File: src/rtl/palette_ram_arbiter.sv
// Shares one 8-bit synchronous palette RAM between per-pixel colour fetches (always first) and
// 68000 word accesses that are acknowledged with real DTACK wait states. Option: PALARB_STALL_CNT_EN.
module palette_ram_arbiter #(
   parameter int ADDR_W      = 14,
   parameter int CLK_PER_PIX = 8
) (
   input  logic              clk,
   input  logic              reset,
   input  logic              ce_pixel,
   input  logic [ADDR_W-1:0] vid_index,
   output logic [15:0]       vid_color,
   output logic              vid_valid,
   input  logic              cpu_cs,
   input  logic [ADDR_W-1:0] cpu_addr,
   input  logic              cpu_rwn,
   input  logic              cpu_udsn,
   input  logic              cpu_ldsn,
   input  logic [15:0]       cpu_din,
   output logic [15:0]       cpu_dout,
   output logic              cpu_dtackn,
   output logic [ADDR_W:0]   ram_addr,
   output logic [7:0]        ram_dout,
   input  logic [7:0]        ram_din,
   output logic              ram_wen
`ifdef PALARB_STALL_CNT_EN
   ,
   input  logic              stall_clr,
   output logic [15:0]       stall_cnt
`endif
);

   typedef enum logic [2:0] {
      IDLE, VID_LO, VID_HI, VID_DONE, CPU_LO, CPU_HI, CPU_DONE
   } state_t;

   state_t            state;
   logic              vid_pend;
   logic              cpu_busy;
   logic [ADDR_W-1:0] vid_idx_q;
   logic [ADDR_W-1:0] cpu_addr_q;
   logic              cpu_rwn_q;
   logic              cpu_udsn_q;
   logic [7:0]        cpu_din_hi_q;
   logic [7:0]        lo_byte;

   logic              vid_req;
   logic [ADDR_W-1:0] vid_next_idx;
   logic              cpu_active;

   // A same-cycle ce_pixel always supersedes whatever index is pending.
   assign vid_req      = vid_pend | ce_pixel;
   assign vid_next_idx = ce_pixel ? vid_index : vid_idx_q;
   assign cpu_active   = (state == CPU_LO) || (state == CPU_HI) || (state == CPU_DONE);

   always_ff @(posedge clk or posedge reset) begin
      if (reset) begin
         state        <= IDLE;
         vid_pend     <= 1'b0;
         cpu_busy     <= 1'b0;
         vid_idx_q    <= '0;
         cpu_addr_q   <= '0;
         cpu_rwn_q    <= 1'b1;
         cpu_udsn_q   <= 1'b1;
         cpu_din_hi_q <= '0;
         lo_byte      <= '0;
         vid_color    <= '0;
         vid_valid    <= 1'b0;
         cpu_dout     <= '0;
         cpu_dtackn   <= 1'b1;
         ram_addr     <= '0;
         ram_dout     <= '0;
         ram_wen      <= 1'b0;
      end else begin
         vid_valid <= 1'b0;
         ram_wen   <= 1'b0;

         if (ce_pixel) begin
            vid_pend  <= 1'b1;
            vid_idx_q <= vid_index;
         end

         // DTACK stays low until the CPU drops chip select.
         if (cpu_busy && !cpu_dtackn && !cpu_cs) begin
            cpu_dtackn <= 1'b1;
            cpu_busy   <= 1'b0;
         end

         case (state)
            IDLE: begin
               if (vid_req) begin
                  state    <= VID_LO;
                  ram_addr <= {vid_next_idx, 1'b0};
               end else if (cpu_cs && !cpu_busy && (!cpu_udsn || !cpu_ldsn)) begin
                  state        <= CPU_LO;
                  cpu_busy     <= 1'b1;
                  cpu_addr_q   <= cpu_addr;
                  cpu_rwn_q    <= cpu_rwn;
                  cpu_udsn_q   <= cpu_udsn;
                  cpu_din_hi_q <= cpu_din[15:8];
                  ram_addr     <= {cpu_addr, 1'b0};
                  ram_wen      <= ~cpu_rwn & ~cpu_ldsn;
                  if (!cpu_rwn)
                     ram_dout <= cpu_din[7:0];
               end
            end
            // The in-flight word address lives in ram_addr, so a new ce_pixel
            // here only queues the next fetch.
            VID_LO: begin
               if (!ce_pixel)
                  vid_pend <= 1'b0;
               ram_addr <= {ram_addr[ADDR_W:1], 1'b1};
               state    <= VID_HI;
            end
            VID_HI: begin
               lo_byte <= ram_din;
               state   <= VID_DONE;
            end
            VID_DONE: begin
               vid_color <= {ram_din, lo_byte};
               vid_valid <= 1'b1;
               state     <= IDLE;
            end
            CPU_LO: begin
               ram_addr <= {cpu_addr_q, 1'b1};
               if (!cpu_rwn_q) begin
                  ram_wen  <= ~cpu_udsn_q;
                  ram_dout <= cpu_din_hi_q;
               end
               state <= CPU_HI;
            end
            CPU_HI: begin
               lo_byte <= ram_din;
               state   <= CPU_DONE;
            end
            CPU_DONE: begin
               if (cpu_rwn_q)
                  cpu_dout <= {ram_din, lo_byte};
               cpu_dtackn <= 1'b0;
               if (vid_req) begin
                  state    <= VID_LO;
                  ram_addr <= {vid_next_idx, 1'b0};
               end else begin
                  state <= IDLE;
               end
            end
            default: state <= IDLE;
         endcase
      end
   end

`ifdef PALARB_STALL_CNT_EN
   logic stall_evt;

   // VID_LO still shows vid_pend for the fetch already under way, which is not an overwrite.
   assign stall_evt = ce_pixel && (cpu_active || (vid_pend && (state != VID_LO)));

   always_ff @(posedge clk or posedge reset) begin
      if (reset)
         stall_cnt <= '0;
      else if (stall_clr)
         stall_cnt <= '0;
      else if (stall_evt && (stall_cnt != 16'hFFFF))
         stall_cnt <= stall_cnt + 16'd1;
   end
`else
   logic unused_cpu_active;
   assign unused_cpu_active = cpu_active;
`endif

   always @(posedge clk) begin
      assert (CLK_PER_PIX >= 6) else $error("CLK_PER_PIX must be at least 6");
   end

endmodule

File: config.mk
export PLATFORM = sky130hd
export DESIGN_NAME = palette_ram_arbiter
export DESIGN_NICKNAME = d
export VERILOG_FILES = /design/src/rtl/palette_ram_arbiter.sv
export SDC_FILE = /design/constraint.sdc
export NUM_CORES = 1
export LEC_CHECK = 0
export CORE_ASPECT_RATIO = 1.1
export CORE_UTILIZATION = 30
export CTS_CLUSTER_DIAMETER = 200
export DETAILED_ROUTE_END_ITERATION = 7
export DONT_BUFFER_PORTS = 1
export GPL_ROUTABILITY_DRIVEN = 0
export GPL_TIMING_DRIVEN = 0
export PLACE_DENSITY_LB_ADDON = 0.15
export SLEW_MARGIN = 20
export SYNTH_ARGS = -nofsm -noshare
export SYNTH_HDL_FRONTEND = slang
export SYNTH_SLANG_ARGS = --single-unit
File: constraint.sdc
create_clock -name clk -period 4.85 [get_ports clk]
set_input_delay 0.97 -clock clk [delete_from_list [all_inputs] [get_ports clk]]
set_output_delay 0.97 -clock clk [all_outputs]
set_load 0.02 [all_outputs]
==> summary.md <==
| Metric | Value |
|---|---|
| Post CTS Setup Buffer Count | `0` |
| Count of final setup violators | `0` |
| Final Hold Fails | `0` |
| Initial antenna violation count | `0` |
| Sequential element share of the synthesized area | `57.03%` |
| FMAX | `0.4397 GHz` |
| Clock Skew | `0.006083 ns` |
| Unrepaired setup endpoints after global routing | `false` |
| Starting Density | `30.56%` |
| Vias | `2868` |
| Inst Count DP | `554` |
| Comb power frac | `26.5%` |
| WS Path Type | `flop to flop` |
| Internal | `2244 uW` |
| Clock network power share | `22.9%` |
| Gr usage total | `14.28%` |
| Ratio of cells with drive above 1 in the final layout | `37.57%` |
| CTS resizes | `0` |
| Fin cells | `570` |
| Vias in the first global route | `3086` |
| Gr ovfl total | `0` |
| RR Startpoint | `state[0]` |
| Post-Syn Area | `4790 um^2` |
| Seq cells post-synth | `109` |
| CP Max Fanout | `10` |
| Synth async-reset ratio | `100.0%` |
| Most used DFF post-synth | `dfrtp_1` |
| CTS tree | `done` |
| Pwr/cell area | `640.6 nW/um^2` |
| Die footprint | `16480 um^2` |
| Min-Delay Path Class | `input port to asynchronous set/reset pin` |
| DR pass1 iterations | `4` |
| Worst Path Buf+Inv | `3` |
| Dominant cell type by area after synthesis | `dfrtp_1` |
| Largest net degree at the start of global routing | `73` |
| CP dominant cell by count | `buf_2` |
| Unique masters post-synth | `36` |
| Post-DP HPWL | `7711 um` |
| Tcrit/Tclk final | `46.90%` |
| CTS Buf Count | `9` |
| Worst slew pin tran | `0.6022 ns` |
| Reg clk slew, reported paths | `0.07 ns` |
| Rel. slew slack | `59.74%` |
| Leak pwr | `0.002426 uW` |
| Post-route ant nets | `0` |
| Flop2flop setup slack | `2.58 ns` |
| DR DRC count | `0` |
| Hold Slack | `0.4740 ns` |
| First-pass GRT wire length | `17530 um` |
| Crit path cell chain | `buf_2, nor2b_2, buf_2, nand3_2, buf_2, mux2_2` |
| Mapped Nets | `412` |
| Worst path max stage delay | `0.40 ns` |
| Critical-path top delay cell | `dfrtp_1` |
| Post-synth EDFFs | `0` |
| I/O pin count | `117` |
| Nets | `424` |
| Max-cap violation count | `0` |
| Min cycle time layout | `2.274 ns` |
| Stages on worst setup path | `6` |
| Total chip power | `3452 uW` |
| Clk_lat worst skew | `0.35 ns` |
| CP arrival | `2.51 ns` |
| Top cell type's share of synthesized area | `55.38%` |
| Root buf cell | `clkbuf_16` |
| Max-slew violation count | `0` |
| Status | `completed` |
| Post-DR wirelength/cell | `19.51 um` |
| Site Rows | `48` |
| Avg Synthesized Cell Area | `13.57 um^2` |
| Crit end category | `flop` |
| Cell family with most CP delay | `buffers and inverters` |
| H-tree depth | `3` |
| Filler Cell Count | `1501` |
| Top cells by area, synth | `dfrtp_1 55%, mux2_2 22%, mux2i_1 2.9%` |
| Peak supply drop | `0.0001953 V` |
| Area delta synth->final | `12.49%` |
| Max clock buf depth | `2` |
| Count leader, synth | `dfrtp_1` |
| I/O Buffers | `0` |
| Via density | `5.032` |
| Die Ht | `134.5 um` |
| Chip width | `122.5 um` |
| ANT cells | `0` |
| Hold_buf cts | `0` |
| Crit Reg-Reg Endpoint | `cpu_dout[6]` |
| DRT iter0 DRCs | `169` |
| Psw | `1207 uW` |
| Worst Setup EP | `cpu_dout[6]` |
| Synth Instances | `353` |
| Fin Setup TNS | `0 ns` |
| Synth cell count leaders | `106 x dfrtp_1, 94 x mux2_2, 20 x inv_1` |
| R2R depth | `6` |
| Crit start category | `flop` |
| Crit. Startpoint | `state[0]` |
| Switching Fraction | `34.98%` |
| Final WL | `11120 um` |
| Req. time, crit path | `5.08 ns` |
| Finished Core Util | `34.37%` |
| Seq pwr share | `50.6%` |
| Clock Sinks | `109` |
| Core area | `15680 um^2` |
| Warnings, synthesis | `0` |
[sequential cells by signal, summed over array words and instances (netlist names)]
name	cells
cpu_dout	16
vid_color	16
ram_addr	15
cpu_addr_q	14
vid_idx_q	14
cpu_din_hi_q	8
lo_byte	8
ram_dout	8
state	3
cpu_busy	1
cpu_dtackn	1
cpu_rwn_q	1
cpu_udsn_q	1
ram_wen	1
vid_pend	1
vid_valid	1
[cell usage in the layout, fill, tap and decap left out, types with 4 or more instances in the layout]
cell | synthesis | final
a2111oi_0 | 14 | 14
clkbuf_1 | 4 | 5
nand2_1 | 4 | 4
buf_2 | 12 | 12
inv_1 | 20 | 19
dfrtp_1 | 106 | 106
mux2_2 | 94 | 94
a211o_1 | 14 | 14
mux2i_1 | 14 | 14
a21oi_1 | 5 | 5
buf_6 | 4 | 4
nor3_1 | 15 | 15
nor2_1 | 18 | 18
clkbuf_16 | 0 | 9
[power by group through the flow]
stage               logic, uW  registers, uW  clock network [uW]
global placement          905           1760                   0
global route             1010           1800                 856
CTS                       936           1750                 823
finish                    913           1750                 791
floorplan                 763           1690                   0
detailed placement        933           1770                   0
[worst reg2reg max path, stage by stage, from the launching register on]
cell     delay [ns]
dfrtp_1        0.40
buf_2          0.19
nor2b_2        0.34
buf_2          0.33
nand3_2        0.29
buf_2          0.32
mux2_2         0.30
[per-stage QoR]
stage	worst slack [ns]	cell area, um^2
global route	2.458	5388
global placement	-0.3178	5040
CTS	2.560	5388
floorplan	1.011	4790
detailed placement	2.292	5072
finish	2.576	5388
[cells by family (layout without fill, tap and decap cells)]
group	after synthesis	after routing	synth area share (%)
flip-flops	109	109	57.03
buffers and inverters	41	58	4.232
AO/OA/AOI/OAI	46	46	8.281
XOR/XNOR	1	1	0.1829
AND/OR/NAND/NOR	48	48	5.251
multiplexers	108	108	25.03
[routing by layer]
| layer | part of all wire, % | track usage (%) |
|---|---|---|
| met3 | 8.0 | 4.814 |
| met4 | 1.9 | 5.962 |
| met2 | 47 | 22.13 |
| met1 | 43 | 18.10 |
| met5 | 0 | 0 |
[how the worst min path moves through the flow]
stage / to / cells past startpoint / start / slack [ns]
after floorplan: vid_idx_q[0] / 2 / vid_idx_q[0] / 0.46
after global placement: vid_idx_q[2] / 2 / vid_idx_q[2] / 0.48
after detailed placement: ram_wen / 1 / cpu_udsn_q / 0.49
after CTS: vid_color[9] / 1 / reset / 0.48
after global routing: vid_color[9] / 1 / reset / 0.49
final: vid_color[9] / 1 / reset / 0.47
[final cells by class]
cell class / instances / area (um^2) / area share [%]
well taps: 200 / 250.2 / 4.645
clock buffers: 10 / 229.0 / 4.250
inverters: 20 / 80.08 / 1.486
repair buffers: 1 / 27.53 / 0.5109
plain buffers: 21 / 127.6 / 2.369
flip-flops and latches: 109 / 2731 / 50.70
clock inverters: 6 / 86.33 / 1.602
multi-input cells: 203 / 1856 / 34.44
Note: power is estimated with default switching activity, not from simulation.
